**src/rtl/gpu_pipe_pkg.sv**
```systemverilog
// rtl/gpu_pipe_pkg.sv - shared state type and default strides for the triangle pipeline sequencer
package gpu_pipe_pkg;

  typedef enum logic {
    IDLE = 1'b0,
    RUN  = 1'b1
  } pipe_state_t;

  localparam int DEFAULT_VERTEX_STRIDE = 18;
  localparam int DEFAULT_COLOR_STRIDE  = 2;

endpackage

```
**src/rtl/pipe_sequencer_if.sv**
```systemverilog
// rtl/pipe_sequencer_if.sv - frame-controller and stage control signals of pipe_sequencer
interface pipe_sequencer_if #(
  parameter int ADDR_WIDTH  = 32,
  parameter int COUNT_WIDTH = 32,
  parameter int STAGES      = 3
);

  logic [ADDR_WIDTH-1:0]  base_addr_vertex;
  logic [ADDR_WIDTH-1:0]  base_addr_color;
  logic [COUNT_WIDTH-1:0] triangles_count;
  logic                   frame_start;
  logic                   abort;
  logic                   frame_busy;
  logic                   frame_end;
  logic [STAGES-1:0]      stage_start;
  logic [STAGES-1:0]      stage_done;
  logic [STAGES-1:0]      stage_valid;
  logic [ADDR_WIDTH-1:0]  addr_vertex;
  logic [ADDR_WIDTH-1:0]  addr_color;
  logic [COUNT_WIDTH-1:0] stall_cycles;

  modport master (
    input  base_addr_vertex, base_addr_color, triangles_count, frame_start, abort, stage_done,
    output frame_busy, frame_end, stage_start, stage_valid, addr_vertex, addr_color, stall_cycles
  );

  modport slave (
    output base_addr_vertex, base_addr_color, triangles_count, frame_start, abort, stage_done,
    input  frame_busy, frame_end, stage_start, stage_valid, addr_vertex, addr_color, stall_cycles
  );

endinterface

```
**src/rtl/pipe_sequencer_stage_tracker.sv**
```systemverilog
// rtl/pipe_sequencer_stage_tracker.sv - per-stage occupancy and completion tracking
module stage_tracker (
  input  logic clk,
  input  logic reset_n,
  input  logic clear,
  input  logic advance,
  input  logic valid_in,
  input  logic stage_done,
  output logic stage_valid,
  output logic ready
);

  logic done_seen;

  always_ff @(posedge clk or negedge reset_n) begin
    if (!reset_n) begin
      stage_valid <= 1'b0;
      done_seen   <= 1'b0;
    end else if (clear) begin
      stage_valid <= 1'b0;
      done_seen   <= 1'b0;
    end else if (advance) begin
      stage_valid <= valid_in;
      done_seen   <= 1'b0;
    end else if (stage_valid && stage_done) begin
      done_seen <= 1'b1;
    end
  end

  // A done arriving in the advance cycle itself already counts.
  assign ready = !stage_valid || done_seen || stage_done;

endmodule

```
**src/rtl/pipe_sequencer.sv**
```systemverilog
// rtl/pipe_sequencer.sv - lock-step triangle pipeline sequencer; PIPE_STATS_EN adds the stall counter
module pipe_sequencer
  import gpu_pipe_pkg::*;
#(
  parameter int ADDR_WIDTH    = 32,
  parameter int COUNT_WIDTH   = 32,
  parameter int STAGES        = 3,
  parameter int VERTEX_STRIDE = DEFAULT_VERTEX_STRIDE,
  parameter int COLOR_STRIDE  = DEFAULT_COLOR_STRIDE
) (
  input logic              clk,
  input logic              reset_n,
  pipe_sequencer_if.master bus
);

  pipe_state_t            state;
  pipe_state_t            state_next;
  logic [COUNT_WIDTH-1:0] count_q;
  logic [COUNT_WIDTH-1:0] issued;
  logic [ADDR_WIDTH-1:0]  addr_vertex_q;
  logic [ADDR_WIDTH-1:0]  addr_color_q;
  logic                   frame_end_q;
  logic [STAGES-1:0]      valid_q;
  logic [STAGES-1:0]      valid_next;
  logic [STAGES-1:0]      ready;
  logic                   run;
  logic                   accept;
  logic                   advance;
  logic                   issue;
  logic                   drain_done;

  assign run        = (state == RUN);
  assign accept     = !run && bus.frame_start && !bus.abort;
  assign advance    = run && !bus.abort && (&ready);
  assign issue      = advance && (issued < count_q);
  assign drain_done = advance && (valid_next == '0) && (issued == count_q);

  genvar g;
  for (g = 0; g < STAGES; g++) begin : g_stage
    if (g == 0) begin : g_head
      assign valid_next[g] = issue;
    end else begin : g_body
      assign valid_next[g] = valid_q[g-1];
    end

    stage_tracker u_tracker (
      .clk         (clk),
      .reset_n     (reset_n),
      .clear       (bus.abort),
      .advance     (advance),
      .valid_in    (valid_next[g]),
      .stage_done  (bus.stage_done[g]),
      .stage_valid (valid_q[g]),
      .ready       (ready[g])
    );
  end

  always_ff @(posedge clk or negedge reset_n) begin
    if (!reset_n) begin
      state <= IDLE;
    end else begin
      state <= state_next;
    end
  end

  always_comb begin
    state_next = state;
    case (state)
      IDLE:    if (accept) state_next = RUN;
      RUN:     if (bus.abort || drain_done) state_next = IDLE;
      default: state_next = IDLE;
    endcase
  end

  always_ff @(posedge clk or negedge reset_n) begin
    if (!reset_n) begin
      count_q       <= '0;
      issued        <= '0;
      addr_vertex_q <= '0;
      addr_color_q  <= '0;
      frame_end_q   <= 1'b0;
    end else begin
      frame_end_q <= drain_done;
      if (accept) begin
        count_q       <= bus.triangles_count;
        issued        <= '0;
        addr_vertex_q <= bus.base_addr_vertex;
        addr_color_q  <= bus.base_addr_color;
      end else if (bus.abort) begin
        issued <= '0;
      end else if (issue) begin
        // The current address was presented with this issue; step to the next triangle.
        issued        <= issued + COUNT_WIDTH'(1);
        addr_vertex_q <= addr_vertex_q + ADDR_WIDTH'(VERTEX_STRIDE);
        addr_color_q  <= addr_color_q + ADDR_WIDTH'(COLOR_STRIDE);
      end
    end
  end

`ifdef PIPE_STATS_EN
  logic [COUNT_WIDTH-1:0] stall_q;

  always_ff @(posedge clk or negedge reset_n) begin
    if (!reset_n) begin
      stall_q <= '0;
    end else if (accept) begin
      stall_q <= '0;
    end else if (run && !advance && (stall_q != '1)) begin
      stall_q <= stall_q + COUNT_WIDTH'(1);
    end
  end

  assign bus.stall_cycles = stall_q;
`else
  assign bus.stall_cycles = '0;
`endif

  assign bus.frame_busy  = run;
  assign bus.frame_end   = frame_end_q;
  assign bus.stage_start = advance ? valid_next : '0;
  assign bus.stage_valid = valid_q;
  assign bus.addr_vertex = addr_vertex_q;
  assign bus.addr_color  = addr_color_q;

endmodule

```
**src/flat_wrapper.sv**
```systemverilog
// flat-port wrapper written by rule: the top's interface ports become plain ports
module pipe_sequencer_flat import gpu_pipe_pkg::*;
#(
  parameter int ADDR_WIDTH    = 32,
  parameter int COUNT_WIDTH   = 32,
  parameter int STAGES        = 3,
  parameter int VERTEX_STRIDE = DEFAULT_VERTEX_STRIDE,
  parameter int COLOR_STRIDE  = DEFAULT_COLOR_STRIDE
)
  (clk, reset_n, bus_base_addr_vertex, bus_base_addr_color, bus_triangles_count, bus_frame_start, bus_abort, bus_stage_done, bus_frame_busy, bus_frame_end, bus_stage_start, bus_stage_valid, bus_addr_vertex, bus_addr_color, bus_stall_cycles);
  pipe_sequencer_if #(.ADDR_WIDTH(ADDR_WIDTH), .COUNT_WIDTH(COUNT_WIDTH), .STAGES(STAGES)) bus_i ();
  input logic clk;
  input logic reset_n;
  input wire logic [$bits(bus_i.base_addr_vertex)-1:0] bus_base_addr_vertex;
  input wire logic [$bits(bus_i.base_addr_color)-1:0] bus_base_addr_color;
  input wire logic [$bits(bus_i.triangles_count)-1:0] bus_triangles_count;
  input wire logic [$bits(bus_i.frame_start)-1:0] bus_frame_start;
  input wire logic [$bits(bus_i.abort)-1:0] bus_abort;
  input wire logic [$bits(bus_i.stage_done)-1:0] bus_stage_done;
  output wire logic [$bits(bus_i.frame_busy)-1:0] bus_frame_busy;
  output wire logic [$bits(bus_i.frame_end)-1:0] bus_frame_end;
  output wire logic [$bits(bus_i.stage_start)-1:0] bus_stage_start;
  output wire logic [$bits(bus_i.stage_valid)-1:0] bus_stage_valid;
  output wire logic [$bits(bus_i.addr_vertex)-1:0] bus_addr_vertex;
  output wire logic [$bits(bus_i.addr_color)-1:0] bus_addr_color;
  output wire logic [$bits(bus_i.stall_cycles)-1:0] bus_stall_cycles;
  assign bus_i.base_addr_vertex = bus_base_addr_vertex;
  assign bus_i.base_addr_color = bus_base_addr_color;
  assign bus_i.triangles_count = bus_triangles_count;
  assign bus_i.frame_start = bus_frame_start;
  assign bus_i.abort = bus_abort;
  assign bus_i.stage_done = bus_stage_done;
  assign bus_frame_busy = bus_i.frame_busy;
  assign bus_frame_end = bus_i.frame_end;
  assign bus_stage_start = bus_i.stage_start;
  assign bus_stage_valid = bus_i.stage_valid;
  assign bus_addr_vertex = bus_i.addr_vertex;
  assign bus_addr_color = bus_i.addr_color;
  assign bus_stall_cycles = bus_i.stall_cycles;
  pipe_sequencer #(.ADDR_WIDTH(ADDR_WIDTH), .COUNT_WIDTH(COUNT_WIDTH), .STAGES(STAGES), .VERTEX_STRIDE(VERTEX_STRIDE), .COLOR_STRIDE(COLOR_STRIDE)) u_core (.clk(clk), .reset_n(reset_n), .bus(bus_i));
endmodule
```
**config.mk**
```make
export PLATFORM = sky130hd
export DESIGN_NAME = pipe_sequencer_flat
export DESIGN_NICKNAME = d
export VERILOG_FILES = /design/src/rtl/gpu_pipe_pkg.sv /design/src/rtl/pipe_sequencer_if.sv /design/src/rtl/pipe_sequencer_stage_tracker.sv /design/src/rtl/pipe_sequencer.sv /design/src/flat_wrapper.sv
export SDC_FILE = /design/constraint.sdc
export NUM_CORES = 1
export LEC_CHECK = 0
export ABC_AREA = 1
export CAP_MARGIN = 30
export CORE_MARGIN = 5
export CORE_UTILIZATION = 52
export DETAILED_ROUTE_END_ITERATION = 10
export PLACE_DENSITY_LB_ADDON = 0.12
export SLEW_MARGIN = 20
export SYNTH_ARGS = -nofsm -noshare
export SYNTH_HDL_FRONTEND = slang
export SYNTH_SLANG_ARGS = --single-unit
```
**constraint.sdc**
```tcl
create_clock -name clk -period 2.9 [get_ports clk]
set_input_delay 0.725 -clock clk [delete_from_list [all_inputs] [get_ports clk]]
set_output_delay 0.725 -clock clk [all_outputs]
set_load 0.005 [all_outputs]
```
==> summary by stage <==
Global routing
After global routing the overflow that remains totals 0. The number of antenna violations at the first check in global routing is 1. Across every metal layer, demand over resource in global routing totals ~27%. The global-route wire length before repair is 48.6 mm. Entering global routing, the biggest net connects 120 pins. The number of global-route vias before repair was between 9000 and 10000.

Logic synthesis
The number of register bits inferred by synthesis is 136. The number of enable flip-flop cells after synthesis is 0. The number of cells produced by synthesis is roughly 1500. The post-synthesis instance area is 0.00978 mm^2. A synthesized cell averages between 6 and 7 um^2. The proportion of synthesized chip area in sequential cells is a little over a third. Synthesis instantiated 37 different standard cells from the library. The proportion of synthesized flip-flops having asynchronous set or reset is 100%. The count of yosys warnings during synthesis is 0. For this run, the leading register cell type out of synthesis is sky130_fd_sc_hd__dfrtp_1.

Run status
The run finished with clean final reports.

Place
The final estimated routing congestion in global placement is ~0.94. The HPWL after detailed placement is about 21 mm. The number of buffer cells added on primary ports is 174.

Power and ir drop
The net switching fraction of the power is a little over a third. Combinational cells account for about 33% of the total power. Total power for the finished layout comes to a little under 8 mW.

Across the VDD grid, the largest voltage drop is ~0.42 mV. The portion of total power attributed to sequential cells is 37.0%. The proportion of power drawn by the clock network is around 30%.

Power spread over the standard cell area amounts to ~630 mW/mm^2. The leakage power of the design is between 6 and 7 nW. The internal portion of the total power is between 5 and 6 mW. For this design the total switching power over the nets is 2.80 mW.

Final layout
The ratio of cells with drive above 1 in the final layout is 6.65%. The area growth from synthesis to layout is 28.3%. In the final layout, the multi-input gates occupy around 0.0056 mm^2. In the layout the commonest cells are sky130_fd_sc_hd__nand2_1 (623), sky130_fd_sc_hd__clkdlybuf4s50_1 (170), sky130_fd_sc_hd__nand3_1 (160), sky130_fd_sc_hd__dfrtp_1 (134), sky130_fd_sc_hd__inv_1 (131). The library cell used most frequently in the layout, excluding fill and tap cells, is sky130_fd_sc_hd__nand2_1.

The net count of the finished layout is between 1500 and 2000. The footprint of the flip-flops and latches is ~0.0034 mm^2. The filler cell count in the final layout is 1692.

STA
Measured against its own limit, the worst slew margin works out to a little under three fifths. The worst clock skew is 0.0115 ns. The number of hold-slack violations in the final timing report came to 0. Summed over all failing endpoints, the final setup total negative slack is 0 ns.

Setup violations remaining at the end of the flow were counted as 0. Setup repair after global routing could not meet its margin everywhere. The slew at the pin closest to its max-slew limit is about 0.64 ns. Counting I/O delays and the setup requirement, the final critical path takes about 2.9 ns. Derived from the worst setup path, the maximum achievable clock frequency is between 300 and 400 MHz. The portion of the clock cycle consumed by the worst path in the final layout is 98.6%. The number of max-slew violations in the final report is 0.

Clock network
The clock-pin transition on the worst setup and hold timing paths is 0.06 ns. The clock net in this run drives a total of 136 sinks. TritonCTS built the clock tree. The total clock buffers created by CTS is 17. In this run the deepest clock path goes through 2 buffers. The library cell used as clock root buffer is sky130_fd_sc_hd__clkbuf_16. The count of hold buffers inserted by post-cts repair is 0. The worst-skew pair later-pin latency is 0.43 ns. The H-tree was split into 4 levels.

Critical path
The critical path runs through a total of 11 cells. For the worst flop-to-flop path, the logic depth is 15. The worst setup path is launched from a flop. The critical path contains buffers and inverters numbering 3 combined. In this design, the largest share of critical-path delay is due to simple AND/OR/NAND/NOR gates. The worst path arrival time is around 2.1 ns. The critical path goes through ha_4 > nand2_4 > nor2_4 > nand2_2 > nor2_4 > nand4_1 > inv_1 > nand2_2 > nand2_4 > inv_2 > buf_2. The type of destination of the critical path is an output port.

The biggest cell delay along the critical path is about 0.45 ns. The cell with the largest stage delay on the worst path is sky130_fd_sc_hd__dfrtp_2. The biggest fanout along the worst timing path is 2.

Data on the critical path is required at its endpoint by 2.17 ns. The setup check on the worst reg-to-reg path leaves a slack of ~0.26 ns. The category of the most critical setup path is flop to output port.

Min path
The path class of the tightest hold or removal check is input pin to asynchronous set/reset pin.

Drt
The pre-antenna-repair detailed-routing pass consisted of 5 iterations. The wire length after detailed routing is approximately 29 mm. The remaining antenna violation count after routing is 0. In the routed design, unresolved DRC markers number 0. After detailed routing, the average wire length per cell comes to 14.9 um. The iteration-0 DRC count of the detailed router is around 720. Using the TritonRoute via totals, the vias-per-cell ratio works out to 5.23. The routed layout has 10196 vias.

Floorplanning
The die covers 0.0216 mm^2. The number of core rows is 50. Pin placement for this block handled between 200 and 250 I/O pins. The vertical extent of the die is 147 um. The floorplan step defined a core boundary enclosing between 0.015 and 0.02 mm^2. The initial utilization of the core area, before any placement, comes to between 50 and 60%. The floorplan die width is approximately 150 um.

Flow run
The number of maximum-capacitance violations is 0.
==> path summary, 6_finish.rpt <==
check / start / to
max: u_core.issued[31]$_DFFE_PN0P_ / bus_stage_start[0]
max reg2reg: u_core.issued[31]$_DFFE_PN0P_ / u_core.issued[24]$_DFFE_PN0P_
min in group clk: u_core.bus.addr_color[0]$_DFFE_PN0P_ / u_core.bus.addr_color[0]$_DFFE_PN0P_
min: reset_n / u_core.bus.addr_vertex[18]$_DFFE_PN0P_
max in group asynchronous: reset_n / u_core.issued[31]$_DFFE_PN0P_
min reg2reg: u_core.bus.addr_color[0]$_DFFE_PN0P_ / u_core.bus.addr_color[0]$_DFFE_PN0P_
==> layer usage <==
metal	global-route usage [%]	wire length, um
met2	44.7	14000
met3	3.67	1860
met5	0	0
met4	7.32	453
met1	37.3	12700
==> power by group through the flow <==
stage | combinational [mW] | sequential (mW) | clock [mW]
floorplan | 1.39 | 2.82 | 0
global route | 2.99 | 3.02 | 2.49
CTS | 2.63 | 2.93 | 2.38
detailed placement | 2.59 | 2.96 | 0
finish | 2.64 | 2.94 | 2.36
global placement | 2.52 | 2.94 | 0
==> logic make-up after synthesis <==
kind of cell    after synthesis  share of synthesized area (%)
compound gates               91                           4.90
xor+xnor                     26                           2.33
fa+ha+maj                    35                           4.48
buf+inv                     220                           10.4
flops                       136                           34.8
other cells                   1                         0.0384
simple gates               1007                           43.0
==> through the flow <==
stage                     hold WS (ns)  setup WS (ns)  area [um^2]  std cells  utilization (%)
after floorplan                  0.429          0.451         9890       1547                -
after global routing             0.288        -0.0702        12500       1949             67.5
after global placement           0.457         -0.322        11800       1911             63.5
final                            0.226         0.0411        12500       1949             67.5
after CTS                        0.267        -0.0544        12500       1947             67.2
after detailed placement         0.461         -0.335        11800       1911             63.5
==> sequential cells by signal (all words and copies together), names as in the netlist <==
signal,cells
u_core.bus.addr_color,32
u_core.bus.addr_vertex,32
u_core.count_q,32
u_core.issued,32
u_core.g_stage.u_tracker.done_seen,3
u_core.g_stage.u_tracker.stage_valid,3
u_core.bus.frame_busy,1
u_core.bus.frame_end,1
==> cell usage after synthesis, drive strengths merged (2+ instances only) <==
cell type	n	area (um^2)
nand2	630	2380
nand3	161	811
dfrtp	136	3400
inv	134	503
nor2	131	509
o21ai	64	320
buf	59	415
nor3	37	190
ha	35	438
clkbuf	27	101
nand4	24	150
xor2	17	149
a21oi	16	80.1
nand3b	11	82.6
xnor2	9	78.8
or2	7	43.8
nor4	5	31.3
a31oi	3	18.8
o21a	2	15.0
o21bai	2	15.0
==> what timing repair did <==
item                                    in CTS  in global routing
pin swaps                                   12                 12
setup buffers                                4                  1
endpoints found under the setup margin      78                 76
gates resized for setup                     19                  8
==> final cells by class <==
cell class | instances | share of cell area (%)
Sequential cell | 136 | 27.1
Timing Repair Buffer | 221 | 17.1
Clock inverter | 13 | 1.56
Clock buffer | 19 | 3.45
Antenna cell | 1 | 0.0199
Multi-Input combinational cell | 1191 | 44.4
Tap cell | 234 | 2.33
Inverter | 134 | 4.02
Note: power is estimated with default switching activity, not from simulation.
